[src/rtl/hub75_pkg.sv]
// Shared types and panel geometry for the HUB75 scan driver and the pattern sources.
package hub75_pkg;

    localparam int PANEL_COLS      = 64;
    localparam int PANEL_ROW_PAIRS = 32;
    localparam int COL_W           = 6;
    localparam int LINE_W          = 5;
    localparam int DATA_W          = 6;

    typedef enum logic [1:0] {
        ST_BLANK   = 2'd0,
        ST_SHIFT   = 2'd1,
        ST_LATCH   = 2'd2,
        ST_DISPLAY = 2'd3
    } scan_state_t;

    // Bit order {r1, g1, b1, r2, g2, b2}
    typedef logic [DATA_W-1:0] rgb_pair_t;

endpackage

[src/rtl/hub75_scan_driver.sv]
// Row-pair scan sequencer for a 64x64 1/32-scan HUB75 panel: prefetches pattern bits,
// shifts them out on p_clk, latches the row pair and holds the LEDs on for ON_CYCLES.
//
// state      | meaning
// -----------+---------------------------------------------------------------
// ST_BLANK   | LEDs off, column 0 presented to the pattern source
// ST_SHIFT   | 64 columns clocked out, column address one ahead of p_* data
// ST_LATCH   | p_lat high for one cycle, p_addr takes the new row pair
// ST_DISPLAY | LEDs on for ON_CYCLES, then advance line
module hub75_scan_driver
    import hub75_pkg::*;
#(
    parameter int HALF_PERIOD = 1,
    parameter int ON_CYCLES   = 128
) (
    input  logic              clk,
    input  logic              rst,
    output logic [LINE_W-1:0] line,
    output logic [COL_W-1:0]  column,
    input  logic              r1,
    input  logic              g1,
    input  logic              b1,
    input  logic              r2,
    input  logic              g2,
    input  logic              b2,
    output logic              p_r1,
    output logic              p_g1,
    output logic              p_b1,
    output logic              p_r2,
    output logic              p_g2,
    output logic              p_b2,
    output logic              p_clk,
    output logic              p_lat,
    output logic              p_oe_n,
    output logic [LINE_W-1:0] p_addr,
    output logic              frame_start
);

    localparam int PH_W = $clog2(HALF_PERIOD + 1);
    localparam int ON_W = $clog2(ON_CYCLES + 1);
    localparam logic [PH_W-1:0] PH_LOAD = PH_W'(HALF_PERIOD - 1);
    localparam logic [ON_W-1:0] ON_LOAD = ON_W'(ON_CYCLES - 1);

    scan_state_t       state, state_d;
    logic              primed;
    logic [PH_W-1:0]   phase_cnt, phase_d;
    logic [ON_W-1:0]   on_cnt, on_d;
    logic [LINE_W-1:0] line_d, next_line, p_addr_d;
    logic [COL_W-1:0]  column_d, next_column;
    rgb_pair_t         data_q, data_d, pattern;
    logic              p_clk_d, p_lat_d, p_oe_n_d, frame_start_d;
    logic              phase_done, on_done, last_col;

    assign pattern     = {r1, g1, b1, r2, g2, b2};
    assign {p_r1, p_g1, p_b1, p_r2, p_g2, p_b2} = data_q;

    assign phase_done  = (phase_cnt == '0);
    assign on_done     = (on_cnt == '0);
    // Column has already wrapped to 0 while the 64th column is on the wire.
    assign last_col    = (column == '0);
    assign next_column = column + COL_W'(1);
    assign next_line   = line + LINE_W'(1);

    always_ff @(posedge clk) begin
        if (rst) begin
            state       <= ST_BLANK;
            primed      <= 1'b0;
            phase_cnt   <= '0;
            on_cnt      <= '0;
            line        <= '0;
            column      <= '0;
            p_addr      <= '0;
            data_q      <= '0;
            p_clk       <= 1'b0;
            p_lat       <= 1'b0;
            p_oe_n      <= 1'b1;
            frame_start <= 1'b0;
        end else begin
            state       <= state_d;
            primed      <= 1'b1;
            phase_cnt   <= phase_d;
            on_cnt      <= on_d;
            line        <= line_d;
            column      <= column_d;
            p_addr      <= p_addr_d;
            data_q      <= data_d;
            p_clk       <= p_clk_d;
            p_lat       <= p_lat_d;
            p_oe_n      <= p_oe_n_d;
            frame_start <= frame_start_d;
        end
    end

    // The first BLANK after reset is spent arming; the next one carries frame_start.
    always_comb begin
        state_d = state;
        case (state)
            ST_BLANK:   if (primed) state_d = ST_SHIFT;
            ST_SHIFT:   if (p_clk && phase_done && last_col) state_d = ST_LATCH;
            ST_LATCH:   state_d = ST_DISPLAY;
            ST_DISPLAY: if (on_done) state_d = ST_BLANK;
            default:    state_d = ST_BLANK;
        endcase
    end

    always_comb begin
        phase_d       = phase_cnt;
        on_d          = on_cnt;
        line_d        = line;
        column_d      = column;
        p_addr_d      = p_addr;
        data_d        = data_q;
        p_clk_d       = 1'b0;
        p_lat_d       = 1'b0;
        p_oe_n_d      = 1'b1;
        frame_start_d = 1'b0;
        case (state)
            ST_BLANK: begin
                if (primed) begin
                    data_d   = pattern;
                    column_d = next_column;
                    phase_d  = PH_LOAD;
                end else begin
                    column_d      = '0;
                    frame_start_d = (line == '0);
                end
            end
            ST_SHIFT: begin
                p_clk_d = p_clk;
                if (!phase_done) begin
                    phase_d = phase_cnt - PH_W'(1);
                end else if (!p_clk) begin
                    p_clk_d = 1'b1;
                    phase_d = PH_LOAD;
                end else if (last_col) begin
                    p_clk_d  = 1'b0;
                    p_lat_d  = 1'b1;
                    p_addr_d = line;
                end else begin
                    p_clk_d  = 1'b0;
                    data_d   = pattern;
                    column_d = next_column;
                    phase_d  = PH_LOAD;
                end
            end
            ST_LATCH: begin
                p_oe_n_d = 1'b0;
                on_d     = ON_LOAD;
            end
            ST_DISPLAY: begin
                if (on_done) begin
                    line_d        = next_line;
                    column_d      = '0;
                    frame_start_d = (next_line == '0);
                end else begin
                    p_oe_n_d = 1'b0;
                    on_d     = on_cnt - ON_W'(1);
                end
            end
            default: ;
        endcase
    end

endmodule
[config.mk]
export PLATFORM = sky130hd
export DESIGN_NAME = hub75_scan_driver
export DESIGN_NICKNAME = d
export VERILOG_FILES = /design/src/rtl/hub75_pkg.sv /design/src/rtl/hub75_scan_driver.sv
export SDC_FILE = /design/constraint.sdc
export NUM_CORES = 1
export LEC_CHECK = 0
export ABC_CLOCK_PERIOD_IN_PS = 4900
export BUFFER_PORTS_ARGS = -buffer_cell sky130_fd_sc_hd__buf_4
export CAP_MARGIN = 20
export CORE_AREA = 3 3 65 67
export CTS_CLUSTER_DIAMETER = 30
export DETAILED_ROUTE_END_ITERATION = 10
export DIE_AREA = 0 0 68 70
export PLACE_DENSITY = 0.82
export SETUP_SLACK_MARGIN = 0.05
export SLEW_MARGIN = 5
export SYNTH_ARGS = -nofsm -noshare
export SYNTH_HDL_FRONTEND = slang
export SYNTH_SLANG_ARGS = --single-unit
[constraint.sdc]
create_clock -name clk -period 4.9 [get_ports clk]
set_input_delay 0.49 -clock clk [delete_from_list [all_inputs] [get_ports clk]]
set_output_delay 0.49 -clock clk [all_outputs]
set_load 0.01 [all_outputs]
==> summary.md <==
| Metric | Value |
|---|---|
| Status | completed |
| Cell depth of the worst hold path | 3 |
| Count of pins over their slew limit | 0 |
| Final total negative setup slack | 0 ps |
| CTS hold repair buffers | 0 |
| Post-DR vias/cell | 5.61 |
| Floorplan Core Area | 3690 µm² |
| CTS tree | built |
| Drt pass-1 iters | 4 |
| Detail Route Antenna Nets | 0 |
| Cell taking the most area after synthesis | dfxtp_1 |
| Worst EP arrival | 2260 ps |
| Worst path max stage delay | 640 ps |
| Number of nets in the synthesized netlist | 226 |
| DRC violation count after routing | 0 |
| Nets@finish | 258 |
| Area grow syn2layout | 19.7% |
| Clock transition at the registers of the reported paths | 70 ps |
| Placer congestion estimate | 0.830 |
| Depth of the worst register-to-register path | 4 |
| Detail Placement HPWL | 2.81 mm |
| Starting Density | 49.7% |
| Sequential fraction of the synthesis area | 40.4% |
| Final total power | 1.10 mW |
| I/O Buffers | 33 |
| Peak VDD IR | 0.000291 V |
| Global-route wire length before repair | 7.01 mm |
| Worst clock skew | 5.23 ps |
| Fraction of layout instances using a drive strength above 1 | 19.2% |
| Die extent in y | 70 µm |
| Sequence of cells on the critical path | nor4_4, a31oi_2, or4b_4, o31ai_1 |
| Nature of the critical path startpoint | flip-flop |
| Number of global-route vias before repair | 1530 |
| Total number of H-tree levels | 2 |
| Area of the mapped netlist | 1830 µm² |
| Setup fix buffers added after clock tree synthesis | 0 |
| Routed Wire Length | 3.93 mm |
| Root buffer cell | clkbuf_8 |
| Slowest CP cell | or4b_4 |
| Number of cell rows | 22 |
| Unique masters post-synth | 43 |
| Final critical delay including setup and external delays | 2050 ps |
| Synth warn | 0 |
| Ports placed on the boundary | 34 |
| Die area | 4760 µm² |
| Count of maximum capacitance violations | 0 |
| Largest cells by area after synthesis | dfxtp_1, ha_1, mux2i_1 |
| Number of buffers on the longest clock path | 2 |
| Required time of the worst setup path | 5110 ps |
| Final hold violation count | 0 |
| Post-Synthesis Cells | 207 |
| Post-synth EDFFs | 0 |
| Clk_lat worst skew | 300 ps |
| DRC violation total after the first TritonRoute iteration | 89 |
| Horizontal extent of the die | 68 µm |
| Period utilization | 41.7% |
| Main synth FF type | dfxtp_1 |
| PD cells | 502 nW/µm² |
| Tightest Hold Check Type | primary input to flip-flop |
| Element type at the critical path end | flip-flop |
| Post-CTS resize count | 0 |
| Setup Viol. Count Final | 0 |
| Number of clock sinks | 37 |
| Most frequently used cell type in the post-synthesis netlist | dfxtp_1 |
| Post-synthesis area per instance | 8.86 µm² |
| Post-DR wirelength/cell | 13.7 µm |
| Transition at the pin with the smallest max-transition slack | 650 ps |
| Maximum fanout encountered on the critical timing path | 16 |
| Count of cell instances traversed by the critical path | 4 |
| Number of synthesized register bits | 37 |
| WHS | 449 ps |
| Unrepaired setup endpoints after global routing | false |
| Slew margin rel. | 56.5% |
| Vias after detailed routing | 1617 |
| Final Util | 59.5% |
| Buf/Inv on CP | 0 |
| Maximum number of pins on one net before global-route repair | 37 |
| Dominant delay contributor by cell family on the critical path | simple AND/OR/NAND/NOR gates |
| Initial antenna violation count | 0 |
| Gr ovfl total | 0 |
| Commonest cells post-synth | dfxtp_1, nand3_1, a21oi_1, inv_1, nor2_1 |
| FFs w/ async S/R, synth | 0% |
| Total CTS buffers | 5 |
| Max Clk Rate | 489 MHz |
| Yosys top cell area share | 40.4% |
| Standby leakage power | 0.902 nW |
| Class of the most critical setup path | flip-flop to flip-flop |
| Ant diodes | 0 |
| Tot GR Track Use | 18.7% |
[final timing paths]
kind	start	end	slack (ps)
max reg2reg	on_cnt[4]	column[0]	2850
min	g1	data_q[4]	450
min reg2reg	data_q[5]	data_q[5]	480
max	on_cnt[4]	column[0]	2850
[worst reg2reg max path, cell delays in order (launching register included)]
cell and delay [ps]:
dfxtp_1 370, nor4_4 420, a31oi_2 340, or4b_4 640, o31ai_1 190
[layout by cell type, fill, tap and decap left out, types with 4 or more instances in the layout]
master    Yosys  final
a21oi_1      14     14
inv_1        14     14
clkbuf_8      0      5
or3_1         6      6
nor2_1       14     14
nand2_1       7      7
o21ai_0      12     12
nor3_1        4      4
mux2i_1       8      8
dfxtp_1      37     37
ha_1         11     11
nand3_1      16     16
buf_4         0     33
a211oi_1      5      5
o31ai_1       4      4
xor2_1        4      4
[cell families (layout without fill, tap and decap cells)]
group,count (synthesis),after routing,synth area share (%)
DFF,37,37,40.4
and+or+nand+nor,70,70,21.6
muxes,8,8,4.37
adders and majority gates,11,11,7.51
buffers and inverters,23,56,4.71
xor gates and xnor gates,5,5,2.39
AOI/OAI and AO/OA,53,53,19.0
[registers in the layout, summed over array words and instances (netlist names)]
signal	cells
line	5
p_oe_n	1
column	6
p_addr	5
p_lat	1
on_cnt	8
state	2
frame_start	1
data_q	6
primed	1
p_clk	1
[power by group]
group / switching (mW) / internal, mW
Combinational: 0.265 / 0.202
Clock: 0.109 / 0.0985
Sequential: 0.0609 / 0.364
Total: 0.435 / 0.665
[stage by stage]
stage	cell area [µm²]	cells	setup slack, ps
3_3_place_gp	2110	280	2940
2_1_floorplan	1830	207	3070
4_1_cts	2190	288	2860
3_5_place_dp	2110	280	2860
6_report	2190	288	2850
5_1_grt	2190	288	2660
[per-layer routing]
layer	wire, µm	vias up	track usage, %
li1	-	821	-
met1	1810	751	24.7
met2	1870	36	28.8
met3	168	9	4.34
met4	85	0	7.95
met5	0	-	0
[area by class of cell]
| type | instances | area (µm²) |
|---|---|---|
| tap | 48 | 60.1 |
| timing repair buffer | 33 | 248 |
| clock buffer | 6 | 72.6 |
| sequential | 37 | 741 |
| multi-input combinational | 147 | 1010 |
| clock inverter | 2 | 10.0 |
| fill | 355 | 1500 |
| inverter | 15 | 56.3 |
Note: power is estimated with default switching activity, not from simulation.
